## src/rtl/led_sequencer_if.sv

```systemverilog
// rtl/led_sequencer_if.sv - control inputs and display outputs of the LED sequencer
interface led_sequencer_if;
  logic       tick;
  logic       start;
  logic       fake_sel;
  logic       round_done;
  logic       speed_req;
  logic [2:0] led_control;
  logic       in_play;
  logic       round_over;

  modport master (
    output tick, start, fake_sel, round_done, speed_req,
    input  led_control, in_play, round_over
  );

  modport slave (
    input  tick, start, fake_sel, round_done, speed_req,
    output led_control, in_play, round_over
  );
endinterface

```

## src/rtl/led_sequencer.sv

```systemverilog
// rtl/led_sequencer.sv - six-state round sequencer driving the LED multiplexer select code
module led_sequencer #(
  parameter int RESET_TICKS = 2000,
  parameter int WAIT_TICKS  = 1000,
  parameter int FAKE_TICKS  = 500,
  parameter int SPEED_TICKS = 1500
) (
  input logic           clk,
  input logic           rst,
  led_sequencer_if.slave bus
);

  typedef enum logic [2:0] {
    DARK       = 3'b000,
    SHOW_RESET = 3'b001,
    WAIT       = 3'b010,
    PLAY       = 3'b011,
    FAKE       = 3'b100,
    SPEED      = 3'b110
  } state_t;

  localparam logic [11:0] RESET_LAST = 12'(RESET_TICKS - 1);
  localparam logic [11:0] WAIT_LAST  = 12'(WAIT_TICKS - 1);
  localparam logic [11:0] FAKE_LAST  = 12'(FAKE_TICKS - 1);
  localparam logic [11:0] SPEED_LAST = 12'(SPEED_TICKS - 1);

  // Plain vector so the unused codes 101/111 remain representable and recoverable.
  logic [2:0]  state;
  logic [11:0] count;
  logic        in_play;
  logic        round_over;

  always_ff @(posedge clk or posedge rst) begin
    if (rst) begin
      state      <= SHOW_RESET;
      count      <= '0;
      in_play    <= 1'b0;
      round_over <= 1'b0;
    end else begin
      round_over <= 1'b0;
      case (state)
        SHOW_RESET: begin
          if (bus.tick) begin
            if (count == RESET_LAST) begin
              state <= DARK;
              count <= '0;
            end else begin
              count <= count + 12'd1;
            end
          end
        end
        DARK: begin
          if (bus.start) begin
            state <= WAIT;
            count <= '0;
          end else if (bus.speed_req) begin
            state <= SPEED;
            count <= '0;
          end
        end
        WAIT: begin
          if (bus.tick) begin
            if (count == WAIT_LAST) begin
              count <= '0;
              if (bus.fake_sel) begin
                state <= FAKE;
              end else begin
                state   <= PLAY;
                in_play <= 1'b1;
              end
            end else begin
              count <= count + 12'd1;
            end
          end
        end
        PLAY: begin
          if (bus.round_done) begin
            state      <= DARK;
            count      <= '0;
            in_play    <= 1'b0;
            round_over <= 1'b1;
          end
        end
        FAKE: begin
          if (bus.tick) begin
            if (count == FAKE_LAST) begin
              state      <= DARK;
              count      <= '0;
              round_over <= 1'b1;
            end else begin
              count <= count + 12'd1;
            end
          end
        end
        SPEED: begin
          if (bus.tick) begin
            if (count == SPEED_LAST) begin
              state <= DARK;
              count <= '0;
            end else begin
              count <= count + 12'd1;
            end
          end
        end
        default: begin
          state   <= DARK;
          count   <= '0;
          in_play <= 1'b0;
        end
      endcase
    end
  end

  assign bus.led_control = state;
  assign bus.in_play     = in_play;
  assign bus.round_over  = round_over;

endmodule

```

## src/flat_wrapper.sv

```systemverilog
// flat-port wrapper written by rule: the top's interface ports become plain ports
module led_sequencer_flat 
#(
  parameter int RESET_TICKS = 2000,
  parameter int WAIT_TICKS  = 1000,
  parameter int FAKE_TICKS  = 500,
  parameter int SPEED_TICKS = 1500
)
  (clk, rst, bus_tick, bus_start, bus_fake_sel, bus_round_done, bus_speed_req, bus_led_control, bus_in_play, bus_round_over);
  led_sequencer_if bus_i ();
  input logic clk;
  input logic rst;
  input wire logic [$bits(bus_i.tick)-1:0] bus_tick;
  input wire logic [$bits(bus_i.start)-1:0] bus_start;
  input wire logic [$bits(bus_i.fake_sel)-1:0] bus_fake_sel;
  input wire logic [$bits(bus_i.round_done)-1:0] bus_round_done;
  input wire logic [$bits(bus_i.speed_req)-1:0] bus_speed_req;
  output wire logic [$bits(bus_i.led_control)-1:0] bus_led_control;
  output wire logic [$bits(bus_i.in_play)-1:0] bus_in_play;
  output wire logic [$bits(bus_i.round_over)-1:0] bus_round_over;
  assign bus_i.tick = bus_tick;
  assign bus_i.start = bus_start;
  assign bus_i.fake_sel = bus_fake_sel;
  assign bus_i.round_done = bus_round_done;
  assign bus_i.speed_req = bus_speed_req;
  assign bus_led_control = bus_i.led_control;
  assign bus_in_play = bus_i.in_play;
  assign bus_round_over = bus_i.round_over;
  led_sequencer #(.RESET_TICKS(RESET_TICKS), .WAIT_TICKS(WAIT_TICKS), .FAKE_TICKS(FAKE_TICKS), .SPEED_TICKS(SPEED_TICKS)) u_core (.clk(clk), .rst(rst), .bus(bus_i));
endmodule
```

## config.mk

```make
export PLATFORM = sky130hd
export DESIGN_NAME = led_sequencer_flat
export DESIGN_NICKNAME = d
export VERILOG_FILES = /design/src/rtl/led_sequencer_if.sv /design/src/rtl/led_sequencer.sv /design/src/flat_wrapper.sv
export SDC_FILE = /design/constraint.sdc
export NUM_CORES = 1
export LEC_CHECK = 0
export CORE_UTILIZATION = 55
export CTS_CLUSTER_DIAMETER = 60
export DETAILED_ROUTE_END_ITERATION = 8
export HOLD_SLACK_MARGIN = 0.02
export PLACE_DENSITY = 0.87
export SLEW_MARGIN = 20
export SYNTH_ARGS = -nofsm -noshare
export SYNTH_HDL_FRONTEND = slang
export SYNTH_SLANG_ARGS = --single-unit
```

## constraint.sdc

```tcl
create_clock -name clk -period 2.7 [get_ports clk]
set_input_delay 0.405 -clock clk [delete_from_list [all_inputs] [get_ports clk]]
set_output_delay 0.405 -clock clk [all_outputs]
set_load 0.1 [all_outputs]
```

==> results.ini <==
[floorplan]
die_width_um = 46.8
die_height_um = 46.8
initial_utilization_pct = 61.2
std_cell_rows = 15
floorplan_die_area_um2 = 2190
core_region_area_um2 = 1800
io_pins = 12

[critical_path]
cp-end-kind = register
crit_required_ps = 2920
regToRegEndpoint = u_core.count[11]$_DFFE_PP0P_
critical_path_peak_fanout = 12
ff2ff_setup_slack_ps = 380
worstPathCellList = ha_1 -> or4b_4 -> nor4_2 -> a2111oi_1 -> nor3_2 -> buf_4 -> a21boi_0
worst_r2r_path_depth = 7
regToRegStartpoint = u_core.count[0]$_DFFE_PP0P_
timing.critical_path.slowest_stage_cell = sky130_fd_sc_hd__a2111oi_1
cp_data_arrival_time_ps = 2530
crit_path_start_kind = register
timing.critical_path.slowest_cell_delay_ps = 740
criticalPathCategory = reg2reg

[clocking]
post-cts-setup-buffer-count = 0
cts-htree-levels = 1
cts_resized = 0
clkSlewWorstSetupHoldPaths_ps = 90
ctsHoldBuffers = 0
cts-buffers-inserted = 3
numClockSinks = 17
cts-root-to-sink-buffers = 2
clock_tree.root_cell = sky130_fd_sc_hd__clkbuf_4
tritoncts = done
clk_latency_ps = 290

[global_route]
grt_antenna_before_repair = 0
grt_first_pass_wirelength_um = 3990
grt_pass1_vias = 864
maximum_number_of_pins_on_one_net_before_global_route_repair = 18
globalRouteTotalUtil_pct = 27.2
gr-total-overflow = 0

[outcome]
status = finished clean

[route]
antenna_violating_nets_remaining = 0
routed_via_density = 6.08
finalWirelength_um = 2380
drt_drc_violations_left = 0
num_vias = 973
drt_pass1_iterations = 4
first_iter_violations = 33
post_drt_wl_per_cell_um = 14.9

[pwr]
p_leak_nw = 0.502
vdd_drop_max_mv = 0.760
cellInternalPower_uw = 528
power.share.sequential_pct = 35.5
clkPwrFrac_pct = 12.6
powerDensity_nw_per_um2 = 855
combinationalPowerShare_pct = 51.9
power_switching_uw = 532
p_sw_share_pct = 50.2

[sta]
timing.final.crit_period_ps = 2320
finalClockSkew_ps = 5.14
max_freq_mhz = 431
finalMaxSlewViolations = 0
timing.final.hold_violations = 0
worst-slew-pin-transition_ps = 795
unrepaired_setup_endpoints_after_global_routing = no
fin_tns_setup_ps = 0
postLayoutSetupSlackWorst_ps = 381
timing.final.setup_violations = 0
relSlewSlack_pct = 46.8
fin_crit_sh_pct = 85.9

[logic_synthesis]
netlist_area_um2 = 1100
synth_simple_gate_area_share_pct = 30.5
synthMuxAreaShare_pct = 1.93
synth_compound_area_share_pct = 16.5
synthesized_instance_count = 126
synthesis.nets = 134
yosys.cell_types.count = 41
yosysSeqAreaShare_pct = 38.7
synth_enable_flop_cells = 0
synth-adder-area-share_pct = 1.14
most_frequently_used_flop_master_after_synthesis = sky130_fd_sc_hd__dfrtp_1
synth_async_sr_flop_share_pct = 100
combinational_family_with_the_most_area_after_synthesis = simple AND/OR/NAND/NOR gates
ys_ff_latch = 17
synth-xor-area-share_pct = 5.56
yosysWarningCount = 0
post_synth.cell_area_avg_um2 = 8.75

[layout]
area_growth_pct = 12.5
multi_input_comb_area_um2 = 613
fill_cells = 146
final-seq-area_um2 = 427
insertedDiodeCount = 0
layout-drive-gt1-share_pct = 12.6
finish.net_count = 144

[place]
placement.io_buffers = 11
place.gp.congestion = 0.848
post-place-ws_ps = 432
place.detailed.hpwl_um = 1740

[worst_hold_path]
min_path_type = in2async

[run]
max_cap_viols = 0

## layout make-up
cell class	instances	share of cell area, %
Multi-Input combinational cell	94	49.4
Sequential cell	17	34.4
Timing Repair Buffer	14	9.69
Tap cell	25	2.52
Clock buffer	4	2.12
Inverter	6	1.82
## synth_stat cells, types with 3 or more instances
library cell | number | share of area [%]
sky130_fd_sc_hd__dfrtp_1 | 16 | 36
sky130_fd_sc_hd__a21oi_1 | 11 | 5.0
sky130_fd_sc_hd__nand2_1 | 8 | 2.7
sky130_fd_sc_hd__nand3_1 | 7 | 3.2
sky130_fd_sc_hd__nor2_1 | 7 | 2.4
sky130_fd_sc_hd__clkbuf_1 | 6 | 2.0
sky130_fd_sc_hd__inv_1 | 6 | 2.0
sky130_fd_sc_hd__nand4_1 | 6 | 3.4
sky130_fd_sc_hd__o21ai_0 | 6 | 2.7
sky130_fd_sc_hd__nand2b_1 | 4 | 2.3
sky130_fd_sc_hd__nor3_1 | 4 | 1.8
sky130_fd_sc_hd__xnor2_1 | 4 | 3.2
sky130_fd_sc_hd__and2_1 | 3 | 1.7
sky130_fd_sc_hd__xor2_1 | 3 | 2.4
## cell families after synthesis
kind of cell	after synthesis
AO/OA/AOI/OAI	29
multiplexers	2
adder cells (fa/ha/maj)	1
AND/OR/NAND/NOR	55
flip-flops	17
buffers and inverters	15
XOR/XNOR	7
## through the flow
step	power, mW	hold slack, ps	cells	utilization, %	instance area (um^2)
6_report	1.06	491	160	68.8	1240
5_1_grt	1.13	560	160	68.8	1240
4_1_cts	1.06	503	160	68.8	1240
3_5_place_dp	0.926	510	156	67.4	1210
3_3_place_gp	0.905	502	156	67.4	1210
2_1_floorplan	0.807	330	126	-	1100
## per-layer routing
metal	vias up	track usage [%]	wire length (um)
met5	-	0	0
met4	0	10.3	12
met3	2	6.92	132
met2	33	42.5	1140
met1	458	36.4	1100
li1	480	-	-
## cell usage in the layout, fill, tap and decap left out, types with 2 or more instances in the layout
master	Yosys	final
sky130_fd_sc_hd__xor2_1	3	3
sky130_fd_sc_hd__a2111oi_1	2	2
sky130_fd_sc_hd__o21ai_0	6	6
sky130_fd_sc_hd__clkbuf_4	0	3
sky130_fd_sc_hd__nand2b_1	4	4
sky130_fd_sc_hd__and3_1	2	2
sky130_fd_sc_hd__dfrtp_1	16	16
sky130_fd_sc_hd__clkdlybuf4s50_1	0	6
sky130_fd_sc_hd__nand4b_1	2	2
sky130_fd_sc_hd__nor2_1	7	7
sky130_fd_sc_hd__or3_1	2	2
sky130_fd_sc_hd__nand3_1	7	7
sky130_fd_sc_hd__a21oi_1	11	11
sky130_fd_sc_hd__a211o_1	2	2
sky130_fd_sc_hd__nand4_1	6	6
sky130_fd_sc_hd__buf_4	1	8
sky130_fd_sc_hd__inv_1	6	6
sky130_fd_sc_hd__nor3_1	4	4
sky130_fd_sc_hd__o211ai_1	2	2
sky130_fd_sc_hd__nand2_1	8	8
sky130_fd_sc_hd__and2_1	3	3
sky130_fd_sc_hd__xnor2_1	4	4
sky130_fd_sc_hd__nor4_1	2	2
## worst max path at each step
stage | from | endpoint | slack (ps) | cells after the start
floorplan | u_core.bus.led_control[2]$_DFFE_PP0P_ | u_core.count[11]$_DFFE_PP0P_ | 280 | 7
global placement | u_core.count[0]$_DFFE_PP0P_ | u_core.count[11]$_DFFE_PP0P_ | 500 | 7
detailed placement | u_core.count[0]$_DFFE_PP0P_ | u_core.count[11]$_DFFE_PP0P_ | 430 | 7
CTS | u_core.count[0]$_DFFE_PP0P_ | u_core.count[11]$_DFFE_PP0P_ | 420 | 7
global route | u_core.count[0]$_DFFE_PP0P_ | u_core.count[11]$_DFFE_PP0P_ | 240 | 7
finish | u_core.count[0]$_DFFE_PP0P_ | u_core.count[11]$_DFFE_PP0P_ | 380 | 7
## sequential cells by signal (all words and copies together), names as in the netlist
register	count
u_core.bus.led_control	3
u_core.bus.in_play	1
u_core.bus.round_over	1
u_core.count	12
## critical path, delay by kind of cell, from the launching register on
kind / cells / cell delay (ps)
AO/OA/AOI/OAI: 2 / 920
flip-flops: 1 / 430
AND/OR/NAND/NOR: 3 / 400
adder cells (fa/ha/maj): 1 / 280
buffers and inverters: 1 / 210
## power by group through the flow
stage	combinational [mW]	sequential (mW)	clock, mW
6_report	0.550	0.377	0.134
5_1_grt	0.594	0.391	0.150
4_1_cts	0.545	0.376	0.139
3_5_place_dp	0.545	0.381	0
3_3_place_gp	0.528	0.377	0
2_1_floorplan	0.343	0.464	0
No activity file was read; power rests on OpenSTA's default activity.
==> variant 1: new RTL, config.mk and constraints unchanged <==
One comparison of `count` changes from == to >=.
--- a/src/rtl/led_sequencer.sv
+++ b/src/rtl/led_sequencer.sv
@@ -95,5 +95,5 @@
         SPEED: begin
           if (bus.tick) begin
-            if (count == SPEED_LAST) begin
+            if (count >= SPEED_LAST) begin
               state <= DARK;
               count <= '0;
Function: no difference found for any inputs over 10 cycles, from zero or initial values and one cycle with rst high; that may be too few to reach the edited logic, so the function may still have changed.
==> variant 1 against the unedited design <==
Sequential cell count unchanged. Critical endpoint is now u_core.bus.led_control[2]. Setup slack got worse by 0.080 ns. Wire length increased by 8.6%. Combinational power increased by 45%. Power increased by 26%. Highest routed layer unchanged. Die area increased by 8.0%. Design area increased by 6.4%. Clock skew decreased by 0.0036 ns. Area after synthesis increased by 8.4%.
==> variant 1: results <==
run_status:
  outcome: "finished, final reports clean"
synth:
  ys_top_cells_by_count: "26 x nand2_1, 16 x dfrtp_1, 14 x o211ai_1, 7 x nor2_1, 6 x buf_2"
  seq_area_frac_synth_pct: 35.7
  syn_nets: 145
  ys_types: 44
  synth.area.top_cells: "dfrtp_1 34%, o211ai_1 8.8%, nand2_1 8.2%"
sta:
  fin_worst_skew_ns: 0.00155
  tightest_slew_ns: 0.988
  hold_ws_ns: 0.497
final_layout:
  nonClkBufAreaFrac_pct: 8.54
  seq_share_pct: 32.4
  buffers: 13
  layout-drive-gt1-share_pct: 14.5
  multi_input_cells: 107
  fill_cells: 164
  largest_reg_flops: 12
  clkCellAreaFrac_pct: 1.99
  nNonClkInverters: 4
  diodes: 0
  multi_input_area_share_pct: 53.4
global_route:
  grt_use_total_pct: 23.7
  grt_pass1_vias: 993
  antenna_found_initial: 0
  overflow: 0
  grt_pass1_wl_um: 4330
drt:
  first_pass_iters: 4
  detail_route.vias_per_cell: 6.47
  routed_wl_um: 2580
  drt_iter0_drc: 48
clock_tree:
  numCtsBuffers: 3
  clk_pin_slew_ns: 0.10
  cts_hold_buf: 0
worst_setup_path:
  crit_family: "compound AO/OA/AOI/OAI gates"
  rrSetupSlack_ns: 0.30
  r2r_cells: 6
  worst_ep_arrival_time_ns: 2.58
  cpMaxStageDelayCell: "o32ai_2"
  crit_path_max_incr_delay_ns: 0.85
  rr_endpoint: "u_core.bus.led_control[2]"
place:
  dpl.hpwl_um: 1870
  gp_congestion: 0.875
  dp_slack_ns: 0.316
min_path:
  min-delay-path-class: "in -> async"
pwr:
  leakagePower_nw: 0.461
  switchingPower_uw: 748
  vdd_drop_max_mv: 0.659
[variant 1: power by group through the flow]
stage / logic, mW / registers, mW / clock network, mW
after floorplan: 0.476 / 0.563 / 0
after global placement: 0.778 / 0.402 / 0
after detailed placement: 0.793 / 0.405 / 0
after CTS: 0.796 / 0.400 / 0.141
after global routing: 0.852 / 0.414 / 0.152
final: 0.799 / 0.401 / 0.137
[variant 1: worst max-delay path by stage]
stage / endpoint / depth (start not counted) / from / slack (ns)
after floorplan: u_core.bus.led_control[2] / 6 / u_core.bus.led_control[1] / 0.27
after global placement: u_core.bus.led_control[1] / 6 / bus_tick / 0.37
after detailed placement: u_core.bus.led_control[2] / 6 / bus_tick / 0.32
after CTS: u_core.bus.led_control[2] / 6 / u_core.count[0] / 0.31
after global routing: u_core.count[2] / 6 / u_core.count[0] / 0.16
final: u_core.bus.led_control[2] / 6 / u_core.count[0] / 0.30
[variant 1: stage by stage]
stage                     area [um2]  std cells  total power, mW
after floorplan                 1190        137             1.04
after CTS                       1320        172             1.34
after global placement          1290        168             1.18
after global routing            1320        172             1.42
final                           1320        172             1.34
after detailed placement        1290        168             1.20
[variant 1: metal layers]
layer / GRT usage, % / up-vias / part of all wire, %
li1: - / 533 / -
met1: 30.0 / 531 / 44
met2: 38.4 / 41 / 48
met3: 4.40 / 8 / 5.9
met4: 12.3 / 0 / 2.3
met5: 0 / - / 0
[variant 1: logic make-up (layout without fill, tap and decap cells)]
kind of cell,count (synthesis),in the layout,synth area share [%]
AOI/OAI and AO/OA,36,36,22.8
adders and majority gates,1,1,1.05
buffers and inverters,13,21,5.34
DFF,17,17,35.7
muxes,3,3,2.83
and+or+nand+nor,67,67,32.3
==> variant 2: new RTL, same settings <==
Without the edit above. `FAKE_TICKS` is set to 500 in 2 places; all go to 375.
--- a/src/rtl/led_sequencer.sv
+++ b/src/rtl/led_sequencer.sv
@@ -3,5 +3,5 @@
   parameter int RESET_TICKS = 2000,
   parameter int WAIT_TICKS  = 1000,
-  parameter int FAKE_TICKS  = 500,
+  parameter int FAKE_TICKS  = 375,
   parameter int SPEED_TICKS = 1500
 ) (
--- a/src/flat_wrapper.sv
+++ b/src/flat_wrapper.sv
@@ -4,5 +4,5 @@
   parameter int RESET_TICKS = 2000,
   parameter int WAIT_TICKS  = 1000,
-  parameter int FAKE_TICKS  = 500,
+  parameter int FAKE_TICKS  = 375,
   parameter int SPEED_TICKS = 1500
 )
Check against the original RTL: no difference found for any inputs over 10 cycles, from zero or initial values and one cycle with rst high; that may be too few to reach the edited logic, so the function may still have changed.
==> variant 2 against the unedited design <==
Power shrank 17%. Design area is 0.20% higher. Clock power up 7%. Sequential cell count did not move. First-iteration DRC count is 76% higher. Worst hold slack worse by 0.017 ns. Wire length rose by 5.1%. Area after synthesis grew 0.57%. Setup slack gained 0.041 ns.
==> variant 2: results <==
run_status:
  outcome: "finished, final reports clean"
place:
  dp_slack_ns: 0.353
  gp_congestion: 0.923
  dpl.hpwl_um: 1770
  placed_area_um2: 1220
clock_tree:
  cts_setup_buffers: 0
  cts_htree_levels: 1
  numCtsBuffers: 3
  clk_latency_ns: 0.30
  clk_path_buf_depth: 2
synth:
  ys_types: 38
  synth.area.top_cells: "dfrtp_1 36%, nand3_1 5.9%, xor2_1 5.5%"
  ys_top_cells_by_count: "16 x dfrtp_1, 16 x nand2_1, 15 x nor2_1, 13 x nand3_1, 7 x xor2_1"
  seq_area_frac_synth_pct: 38.5
  ys.flop_type: "dfrtp_1"
  syn_nets: 137
global_route:
  grt_pass1_wl_um: 3910
  grt_pass1_vias: 852
  grt_use_total_pct: 26.3
sta:
  fin_worst_skew_ns: 0.00578
  slew_headroom_pct: 49.3
pwr:
  vdd_drop_max_mv: 0.482
  leakagePower_nw: 0.501
worst_setup_path:
  rr_endpoint: "u_core.bus.led_control[1]"
  cp_max_fo: 9
  worst_ep_arrival_time_ns: 2.52
  reg2reg_from: "u_core.count[3]"
  rrSetupSlack_ns: 0.42
  r2r_cells: 5
final_layout:
  finalNetCount: 149
  regMostFlops: "u_core.count"
  layout-drive-gt1-share_pct: 10.8
drt:
  routed_wl_um: 2500
  vias: 1036
  drt_iter0_drc: 58
-- variant 2: layer usage --
layer / vias up / wire, um / global-route usage, %
met5: - / 0 / 0
met4: 0 / 50 / 13.1
met3: 5 / 241 / 6.54
met2: 64 / 1100 / 35.6
met1: 485 / 1100 / 38.9
li1: 482 / - / -
-- variant 2: metrics by stage --
stage                     utilization [%]  hold WS [ns]  total power [mW]  instances
after floorplan                         -         0.330             0.674        128
after global placement               67.5         0.528             0.729        160
after detailed placement             67.5         0.544             0.740        160
after CTS                            69.0         0.508             0.881        164
after global routing                 69.0         0.555             0.929        164
final                                69.0         0.474             0.885        164
-- variant 2: area by class of cell --
| cell class | instances | area (um2) |
|---|---|---|
| multi-input cells | 101 | 634 |
| flip-flops and latches | 17 | 427 |
| well taps | 25 | 31.3 |
| inverters | 5 | 18.8 |
| clock buffers | 4 | 26.3 |
| repair buffers | 12 | 105 |
| fillers | 151 | 559 |
-- variant 2: logic make-up after synthesis --
logic type,count (synthesis),share of synthesized area (%)
compound gates,18,11.5
xor+xnor,7,5.53
fa+ha+maj,2,2.26
buf+inv,10,4.29
flops,17,38.5
mux,2,1.81
simple gates,72,36.1
-- variant 2: report_power, final --
| part | leakage, nW | internal (mW) | switching [mW] | total, mW |
|---|---|---|---|---|
| Sequential | 0.210 | 0.313 | 0.113 | 0.426 |
| Clock | 0.0150 | 0.0577 | 0.0863 | 0.144 |
| Combinational | 0.275 | 0.118 | 0.197 | 0.315 |
-- variant 2: worst max-delay path: stages (launching register included) --
cell and delay [ns]:
dfrtp_1 0.49, or4b_4 0.61, o31ai_2 0.34, o21ai_2 0.19, nor3_4 0.36, mux2i_1 0.23
-- variant 2: worst max path at each step --
stage                              startpoint                        end  slack, ns
detailed placement                   bus_tick  u_core.bus.led_control[1]       0.35
floorplan           u_core.bus.led_control[1]            u_core.count[8]       0.26
global placement                     bus_tick  u_core.bus.led_control[1]       0.41
global route                  u_core.count[3]  u_core.bus.led_control[1]       0.26
CTS                           u_core.count[3]  u_core.bus.led_control[1]       0.45
finish                        u_core.count[3]  u_core.bus.led_control[1]       0.42
